--- src/rtl/simd_sub_seq.sv ---
// Sequential packed-SIMD subtractor: c = a - b per 8/16/32-bit lane, one byte per cycle.
// Optional unsigned mode (extra `uns` port) is enabled by defining SIMD_SUB_UNSIGNED_EN.
module simd_sub_seq #(
  parameter int BYTE_W = 8,
  parameter int NBYTES = 4
) (
  input  logic                       clk,
  input  logic                       rst,
  input  logic                       in_valid,
  output logic                       in_ready,
  input  logic [BYTE_W*NBYTES-1:0]   a,
  input  logic [BYTE_W*NBYTES-1:0]   b,
  input  logic [1:0]                 width,
  input  logic                       saturate,
`ifdef SIMD_SUB_UNSIGNED_EN
  input  logic                       uns,
`endif
  output logic                       out_valid,
  input  logic                       out_ready,
  output logic [BYTE_W*NBYTES-1:0]   c,
  output logic [NBYTES-1:0]          ovf
);

  localparam int KW = $clog2(NBYTES);
  localparam int DW = BYTE_W * NBYTES;
  localparam logic [KW-1:0] LAST = KW'(NBYTES - 1);

  typedef enum logic [1:0] {IDLE, CALC, DONE} state_t;

  state_t               state_q, state_d;
  logic [DW-1:0]        a_q, b_q;
  logic [1:0]           width_q;
  logic                 sat_q;
  logic [KW-1:0]        byteIdx_q;
  logic                 borrow_q;
  logic [DW-1:0]        accRes_q, accRes_d;
  logic [NBYTES-1:0]    accOvf_q, accOvf_d;
  logic [DW-1:0]        satRes_d;
  logic [DW-1:0]        cOut_q;
  logic [NBYTES-1:0]    ovfOut_q;
  logic                 unsMode;

  logic [BYTE_W-1:0]    aByte, bByte;
  logic [BYTE_W:0]      diff9;
  logic                 borrowIn;
  logic                 laneOvf;
  logic [NBYTES-1:0]    signA;
  logic [KW-1:0]        topIdx;

`ifdef SIMD_SUB_UNSIGNED_EN
  logic uns_q;
  assign unsMode = uns_q;
`else
  assign unsMode = 1'b0;
`endif

  // Index of the most significant byte of the lane that contains byte idx.
  function automatic logic [KW-1:0] laneTop(input logic [KW-1:0] idx, input logic [1:0] w);
    case (w)
      2'b00:   laneTop = idx;
      2'b01:   laneTop = idx | KW'(1);
      default: laneTop = LAST;
    endcase
  endfunction

  function automatic logic laneStart(input logic [KW-1:0] idx, input logic [1:0] w);
    case (w)
      2'b00:   laneStart = 1'b1;
      2'b01:   laneStart = ~idx[0];
      default: laneStart = (idx == '0);
    endcase
  endfunction

  always_comb begin
    state_d   = state_q;
    in_ready  = 1'b0;
    out_valid = 1'b0;
    case (state_q)
      IDLE: begin
        in_ready = 1'b1;
        if (in_valid) state_d = CALC;
      end
      CALC: begin
        if (byteIdx_q == LAST) state_d = DONE;
      end
      DONE: begin
        out_valid = 1'b1;
        if (out_ready) state_d = IDLE;
      end
      default: state_d = IDLE;
    endcase
  end

  always_comb begin
    aByte = '0;
    bByte = '0;
    signA = '0;
    for (int j = 0; j < NBYTES; j++) begin
      signA[j] = a_q[j*BYTE_W + BYTE_W - 1];
      if (byteIdx_q == KW'(j)) begin
        aByte = a_q[j*BYTE_W +: BYTE_W];
        bByte = b_q[j*BYTE_W +: BYTE_W];
      end
    end
    borrowIn = laneStart(byteIdx_q, width_q) ? 1'b0 : borrow_q;
    diff9    = {1'b0, aByte} - {1'b0, bByte} - {{BYTE_W{1'b0}}, borrowIn};
    laneOvf  = unsMode ? diff9[BYTE_W]
                       : ((aByte[BYTE_W-1] != bByte[BYTE_W-1]) &&
                          (diff9[BYTE_W-1] != aByte[BYTE_W-1]));

    accRes_d = accRes_q;
    accOvf_d = accOvf_q;
    for (int j = 0; j < NBYTES; j++) begin
      if (byteIdx_q == KW'(j)) begin
        accRes_d[j*BYTE_W +: BYTE_W] = diff9[BYTE_W-1:0];
        if (laneTop(byteIdx_q, width_q) == byteIdx_q) accOvf_d[j] = laneOvf;
      end
    end

    // Clamp each byte of an overflowed lane; only the lane's top byte carries the sign bit.
    satRes_d = accRes_d;
    topIdx   = '0;
    for (int j = 0; j < NBYTES; j++) begin
      topIdx = laneTop(KW'(j), width_q);
      if (sat_q && accOvf_d[topIdx]) begin
        if (unsMode)
          satRes_d[j*BYTE_W +: BYTE_W] = '0;
        else if (signA[topIdx])
          satRes_d[j*BYTE_W +: BYTE_W] = (KW'(j) == topIdx) ? {1'b1, {(BYTE_W-1){1'b0}}} : '0;
        else
          satRes_d[j*BYTE_W +: BYTE_W] = (KW'(j) == topIdx) ? {1'b0, {(BYTE_W-1){1'b1}}} : '1;
      end
    end
  end

  always_ff @(posedge clk) begin
    if (rst) begin
      state_q   <= IDLE;
      a_q       <= '0;
      b_q       <= '0;
      width_q   <= '0;
      sat_q     <= 1'b0;
      byteIdx_q <= '0;
      borrow_q  <= 1'b0;
      accRes_q  <= '0;
      accOvf_q  <= '0;
      cOut_q    <= '0;
      ovfOut_q  <= '0;
`ifdef SIMD_SUB_UNSIGNED_EN
      uns_q     <= 1'b0;
`endif
    end else begin
      state_q <= state_d;
      case (state_q)
        IDLE: begin
          if (in_valid) begin
            a_q       <= a;
            b_q       <= b;
            width_q   <= width;
            sat_q     <= saturate;
            byteIdx_q <= '0;
            borrow_q  <= 1'b0;
            accRes_q  <= '0;
            accOvf_q  <= '0;
`ifdef SIMD_SUB_UNSIGNED_EN
            uns_q     <= uns;
`endif
          end
        end
        CALC: begin
          byteIdx_q <= byteIdx_q + KW'(1);
          borrow_q  <= diff9[BYTE_W];
          accRes_q  <= accRes_d;
          accOvf_q  <= accOvf_d;
          if (byteIdx_q == LAST) begin
            cOut_q   <= satRes_d;
            ovfOut_q <= accOvf_d;
          end
        end
        default: ;
      endcase
    end
  end

  assign c   = cOut_q;
  assign ovf = ovfOut_q;

endmodule

--- config.mk ---
export PLATFORM = sky130hd
export DESIGN_NAME = simd_sub_seq
export DESIGN_NICKNAME = d
export VERILOG_FILES = /design/src/rtl/simd_sub_seq.sv
export SDC_FILE = /design/constraint.sdc
export NUM_CORES = 1
export LEC_CHECK = 0
export CAP_MARGIN = 20
export CORE_MARGIN = 3
export CORE_UTILIZATION = 35
export DETAILED_ROUTE_END_ITERATION = 10
export MAX_ROUTING_LAYER = met4
export PLACE_DENSITY = 0.57
export SLEW_MARGIN = 5
export SYNTH_ARGS = -nofsm -noshare
export SYNTH_HDL_FRONTEND = slang
export SYNTH_SLANG_ARGS = --single-unit
--- constraint.sdc ---
create_clock -name clk -period 13.6 [get_ports clk]
set_input_delay 2.72 -clock clk [delete_from_list [all_inputs] [get_ports clk]]
set_output_delay 2.72 -clock clk [all_outputs]
set_load 0.02 [all_outputs]
# After elaboration in Yosys (flattened, before gate mapping)
# Cells that the tools add are included.
# totals
output_inout_bits	38
elab_cells	120
mem_bits_rw	0
inputBits	71
n_memories	0
regBits	144
romBits	0
latchBits	0
# op_classes
shift	0
add_sub_neg	3
n_mul	0
eq_ne	17
n_reduce_logical	15
magnitude_cmp	3
n_bitwise	1
muxes	70
div	0
# op_table
operator	n
8-bit two-way mux	26
32-bit one-hot mux with 2 select lines	1
32-bit two-way mux	1
1-bit two-way mux	19
2-bit two-way mux	9
1-bit binary-select mux with 2-bit select	6
2-bit one-hot mux with 2 select lines	3
2-bit by 3-bit < comparator with 1-bit output, second input constant	3
8-bit by 8-bit subtractor with 9-bit output	1
9-bit by 1-bit subtractor with 9-bit output	1
2-bit equality test	4
2-bit logical NOT	4
4-bit one-hot mux with 2 select lines	1
2-bit by 1-bit equality test with 1-bit output, second input constant	3
2-bit equality test, second input constant	3
2-bit inequality test, second input constant	3
2-bit one-hot mux with 3 select lines	1
2-bit AND reduction	3
1-bit logical AND	5
4-bit two-way mux	1
1-bit one-hot mux with 2 select lines	2
3-bit AND reduction	1
2-bit by 1-bit adder with 2-bit output, second input constant	1
1-bit by 2-bit equality test with 1-bit output, first input constant	1
5 further kinds	6

# Logic depth before layout (Yosys ltp)
# logic_depth
word_depth	15
mapped_depth	22

# Worst setup path after synthesis
# Ideal clock, no wire load.
# synth_timing
kind	register to register
startpoint	reg byteIdx_q[1]
endpoint	reg cOut_q[0] (netlist: c[0])
arrival_ns	4.518
n_path_buf	3
path_stages_with_launch	21
setup_slack_ns	8.960
cell_sequence	dfxtp_1 > inv_1 > ha_1 > clkbuf_1 > clkbuf_1 > clkbuf_1 > a21oi_1 > nor2_1 > a21oi_1 > o21ai_0 > ha_1 > inv_1 > ha_1 > a211oi_1 > nor2_4 > mux2i_1 > nor3_1 > mux2_2 > o22ai_2 > nor4_4 > a221o_1
# synth_via
elab_chain_cells	15
# synth_lines
item	line_no	source
from (decl)	34	logic [KW-1:0] byteIdx_q;
from (signal assigned)	171	byteIdx_q <= byteIdx_q + KW'(1);
2-bit logical NOT	70, 100, 114	
8-bit two-way mux (4 in a row)	100	if (byteIdx_q == KW'(j)) begin
8-bit by 8-bit subtractor with 9-bit output	106	diff9 = {1'b0, aByte} - {1'b0, bByte} - {{BYTE_W{1'b0}}, borrowIn};
9-bit by 1-bit subtractor with 9-bit output	106	
1-bit inequality test	109	(diff9[BYTE_W-1] != aByte[BYTE_W-1]));
1-bit logical AND	108	: ((aByte[BYTE_W-1] != bByte[BYTE_W-1]) &&
1-bit two-way mux	116	if (laneTop(byteIdx_q, width_q) == byteIdx_q) accOvf_d[j] = laneOvf;
1-bit two-way mux	114	if (byteIdx_q == KW'(j)) begin
1-bit binary-select mux with 2-bit select	125	if (sat_q && accOvf_d[topIdx]) begin
1-bit two-way mux (implied by the code)	125	
1-bit logical AND	125	
8-bit two-way mux	125	
to (signal assigned)	176	cOut_q <= satRes_d;
to (decl)	39	logic [DW-1:0] cOut_q;
# Several ways; a longest one is shown, not always the timed one. The select of a mux whose other input is x is not followed.
# A chain may end at the register's enable or synchronous reset.

# Worst setup path in the final report
# layout_timing
startpoint	reg byteIdx_q[0]
endpoint	reg cOut_q[2] (netlist: c[2])
# The elaborated chain is that of the path after synthesis.

==> metrics.md <==
| Metric | Value |
|---|---|
| Fillers | 2,058 |
| Top Ports | 109 |
| Clock latency on the worst-skew pair | 0.42 ns |
| Leak pwr | 3.22 nW |
| Number of hold buffers added after cts | 0 |
| TritonCTS clock tree | built |
| Final GP Congestion | 0.886 |
| Crit path time final | 5.17 ns |
| Reg-to-reg setup timing slack | 8.43 ns |
| Status | completed |
| Layout cells sized above 1 | 0.0882 |
| #FFs+latches synth | 142 |
| Core Util, Final | 0.452 |
| RR Endpoint | c[2] |
| Max H-tree Level | 4 |
| Vias per inst | 5.13 |
| Hold Crit Depth | 2 |
| Die ar. | 22,000 µm² |
| Hold EP | c[29] |
| Antenna viol nets, final | 0 |
| P&R area growth vs syn | 25.6% |
| Routed WL | 20.2 mm |
| Via count | 6,418 |
| Max-Cap Viols | 0 |
| Worst Path Arrival | 5.48 ns |
| Avg WL per Cell | 16.2 µm |
| Die H | 148 µm |
| Num Clock Sinks | 142 |
| Root Buffer | clkbuf_16 |
| Post-cts sizing count | 0 |
| Vias in the first global route | 5,927 |
| RSZ-0062 raised after global routing | false |
| Worst Setup End Kind | register |
| Max incr delay on CP | 0.91 ns |
| Starting DRT DRC Count | 435 |
| Cell Rows | 51 |
| Total track usage | 0.190 |
| Die width | 148 µm |
| Total grt overflow | 0 |
| Critical path required time | 13.91 ns |
| Worst setup SP type | register |
| Relative slew slack | 0.277 |
| Final period util | 0.380 |
| Clock-pin transition on the worst setup and hold timing paths | 0.06 ns |
| # DRC | 0 |
| Synth area leaders | dfxtp_1, nand2_1, a21oi_1 |
| Commonest register cell after synthesis | dfxtp_1 |
| Slowest cell on the critical path | ha_2 |
| Post-synth EDFFs | 0 |
| DP Wirelength | 13.8 mm |
| Cell area after placement | 8280 µm² |
| Final net count | 1,063 |
| Most common cell in the netlist | nand2_1 |
| Yosys top cell area share | 0.401 |
| Worst-Margin Slew | 1.08 ns |
| First-pass GRT wire length | 32.3 mm |
| Crit Path Class | register to register |
| CP max FO | 55 |
| R2R depth | 16 |
| Final setup violation count | 0 |
| Final Hold Vio Count | 0 |
| CORE AREA | 19,700 µm² |
| Synth Net Count | 996 |
| Setup TNS Final | 0 ns |
| Fmax | 193 MHz |
| HP Class | register to register |
| Cells along the critical path | inv_1, ha_2, a21oi_1, a221oi_2, nor2_1, ha_1, inv_1, ha_1, nand2b_1, nand2b_1, mux2i_1, nor3_1, mux2_2, o22ai_2, nor4_4, a221o_1 |
| TritonCTS buffer count | 17 |
| Worst r2r src | byteIdx_q[0] |
| Seq/Total Area, Yosys | 0.401 |
| Worst clock skew | 0.00698 ns |
| Detailed Routing Iterations Pass 1 | 5 |
| IO Port Bufs | 108 |
| Number of post-CTS setup repair buffers | 0 |
| Synth Instances | 906 |
| VDD IR max | 0.000101 V |
| Final Cell Area | 8890 µm² |
| Commonest cells post-synth | nand2_1, dfxtp_1, a21oi_1, nor2_1, clkbuf_1 |
| Largest net degree at the start of global routing | 98 |
| Post-synth cell types | 70 |
| Hold_sp | c[29] |
| Cell Pwr Density | 132 nW/µm² |
| Final-report max-slew violation count | 0 |
| Starting density of the core | 0.360 |
| Asr flop ratio synth | 0 |
| Initial antenna violation count | 0 |
| Synth area leader | dfxtp_1 |
| Antenna cells | 0 |
| Yosys warns | 0 |
| Post-Syn Area | 7080 µm² |
| Post-Syn Area per Cell | 7.82 µm² |
| Max Root-Sink Buffers | 2 |
## how the worst max path moves through the flow
stage / end / cells past startpoint / from / slack [ns]
2_1_floorplan: c[0] / 20 / byteIdx_q[1] / 8.96
3_3_place_gp: c[4] / 4 / rst / 8.51
3_5_place_dp: c[4] / 16 / byteIdx_q[0] / 8.44
4_1_cts: c[4] / 16 / byteIdx_q[0] / 8.46
5_1_grt: c[31] / 15 / byteIdx_q[0] / 8.00
6_report: c[2] / 16 / byteIdx_q[0] / 8.43
## state kept, by name, indices dropped and copies added, names as in the netlist
register   cells
accRes_q      30
sat_q          1
borrow_q       1
accOvf_q       4
width_q        2
ovf            4
a_q           32
byteIdx_q      2
c             32
state_q        2
b_q           32
## worst max-delay path: cells and delay by family, from the launching register on
kind,cells,cell delay (ns)
adders and majority gates,3,1.59
AOI/OAI and AO/OA,4,1.16
muxes,2,0.58
buffers and inverters,2,0.19
and+or+nand+nor,5,1.17
DFF,1,0.35
## layer usage
metal	vias to the layer above	GRT usage	routed length [µm]
li1	3252	-	-
met1	2987	0.266	9820
met2	165	0.291	9260
met3	14	0.0335	999
met4	0	0.0393	138
met5	-	-	0
## cells by family (layout without fill, tap and decap cells)
kind of cell | after synthesis | in the layout | share of synthesized area
fa+ha+maj | 19 | 19 | 0.0357
simple gates | 377 | 377 | 0.233
flops | 142 | 142 | 0.401
buf+inv | 91 | 171 | 0.0507
mux | 29 | 29 | 0.0456
compound gates | 242 | 242 | 0.226
xor+xnor | 6 | 6 | 0.00742
## per-stage QoR
| stage | hold WS (ns) | setup WS (ns) | total power (W) | cells |
|---|---|---|---|---|
| 2_1_floorplan | 0.436 | 8.96 | 0.000610 | 906 |
| 3_3_place_gp | 0.443 | 8.51 | 0.000691 | 1219 |
| 3_5_place_dp | 0.447 | 8.44 | 0.000692 | 1219 |
| 4_1_cts | 0.455 | 8.46 | 0.00118 | 1251 |
| 5_1_grt | 0.471 | 8.00 | 0.00122 | 1251 |
| 6_report | 0.453 | 8.43 | 0.00117 | 1251 |
## final cells by class
type	instances	area, µm²	share of cell area
multi-input combinational	673	3890	0.437
tap	265	332	0.0373
timing repair buffer	114	1120	0.126
clock buffer	23	478	0.0537
clock inverter	9	134	0.0151
inverter	25	93.8	0.0106
sequential	142	2840	0.320
## cells in the final DEF, fill, tap and decap left out, types with 3 or more instances in the layout
cell type / Yosys / routed
a211oi_1: 14 / 14
a211oi_2: 3 / 3
a21oi_1: 140 / 140
a221o_1: 7 / 7
a31oi_1: 7 / 7
a32o_1: 5 / 5
a32oi_1: 6 / 6
buf_4: 0 / 7
bufinv_16: 0 / 3
clkbuf_1: 56 / 3
clkbuf_16: 0 / 17
clkbuf_8: 0 / 3
clkdlybuf4s50_1: 0 / 107
clkinv_4: 0 / 3
dfxtp_1: 142 / 142
ha_1: 17 / 16
inv_1: 24 / 24
mux2_2: 18 / 18
mux2i_1: 9 / 9
nand2_1: 204 / 203
nand2b_1: 15 / 14
nand3_1: 24 / 24
nand3b_1: 7 / 7
nor2_1: 94 / 94
nor2b_1: 7 / 7
nor3_1: 4 / 4
o211ai_1: 7 / 7
o21a_1: 3 / 3
o21ai_0: 17 / 17
o31ai_1: 5 / 5
xnor2_1: 5 / 5
## power by group
group / total, W / switching (W) / internal (W)
clock: 0.000486 / 0.000182 / 0.000304
combinational: 0.000239 / 0.000151 / 0.0000875
sequential: 0.000445 / 0.0000114 / 0.000433
total: 0.00117 / 0.000345 / 0.000824
No activity file was read; power rests on OpenSTA's default activity.
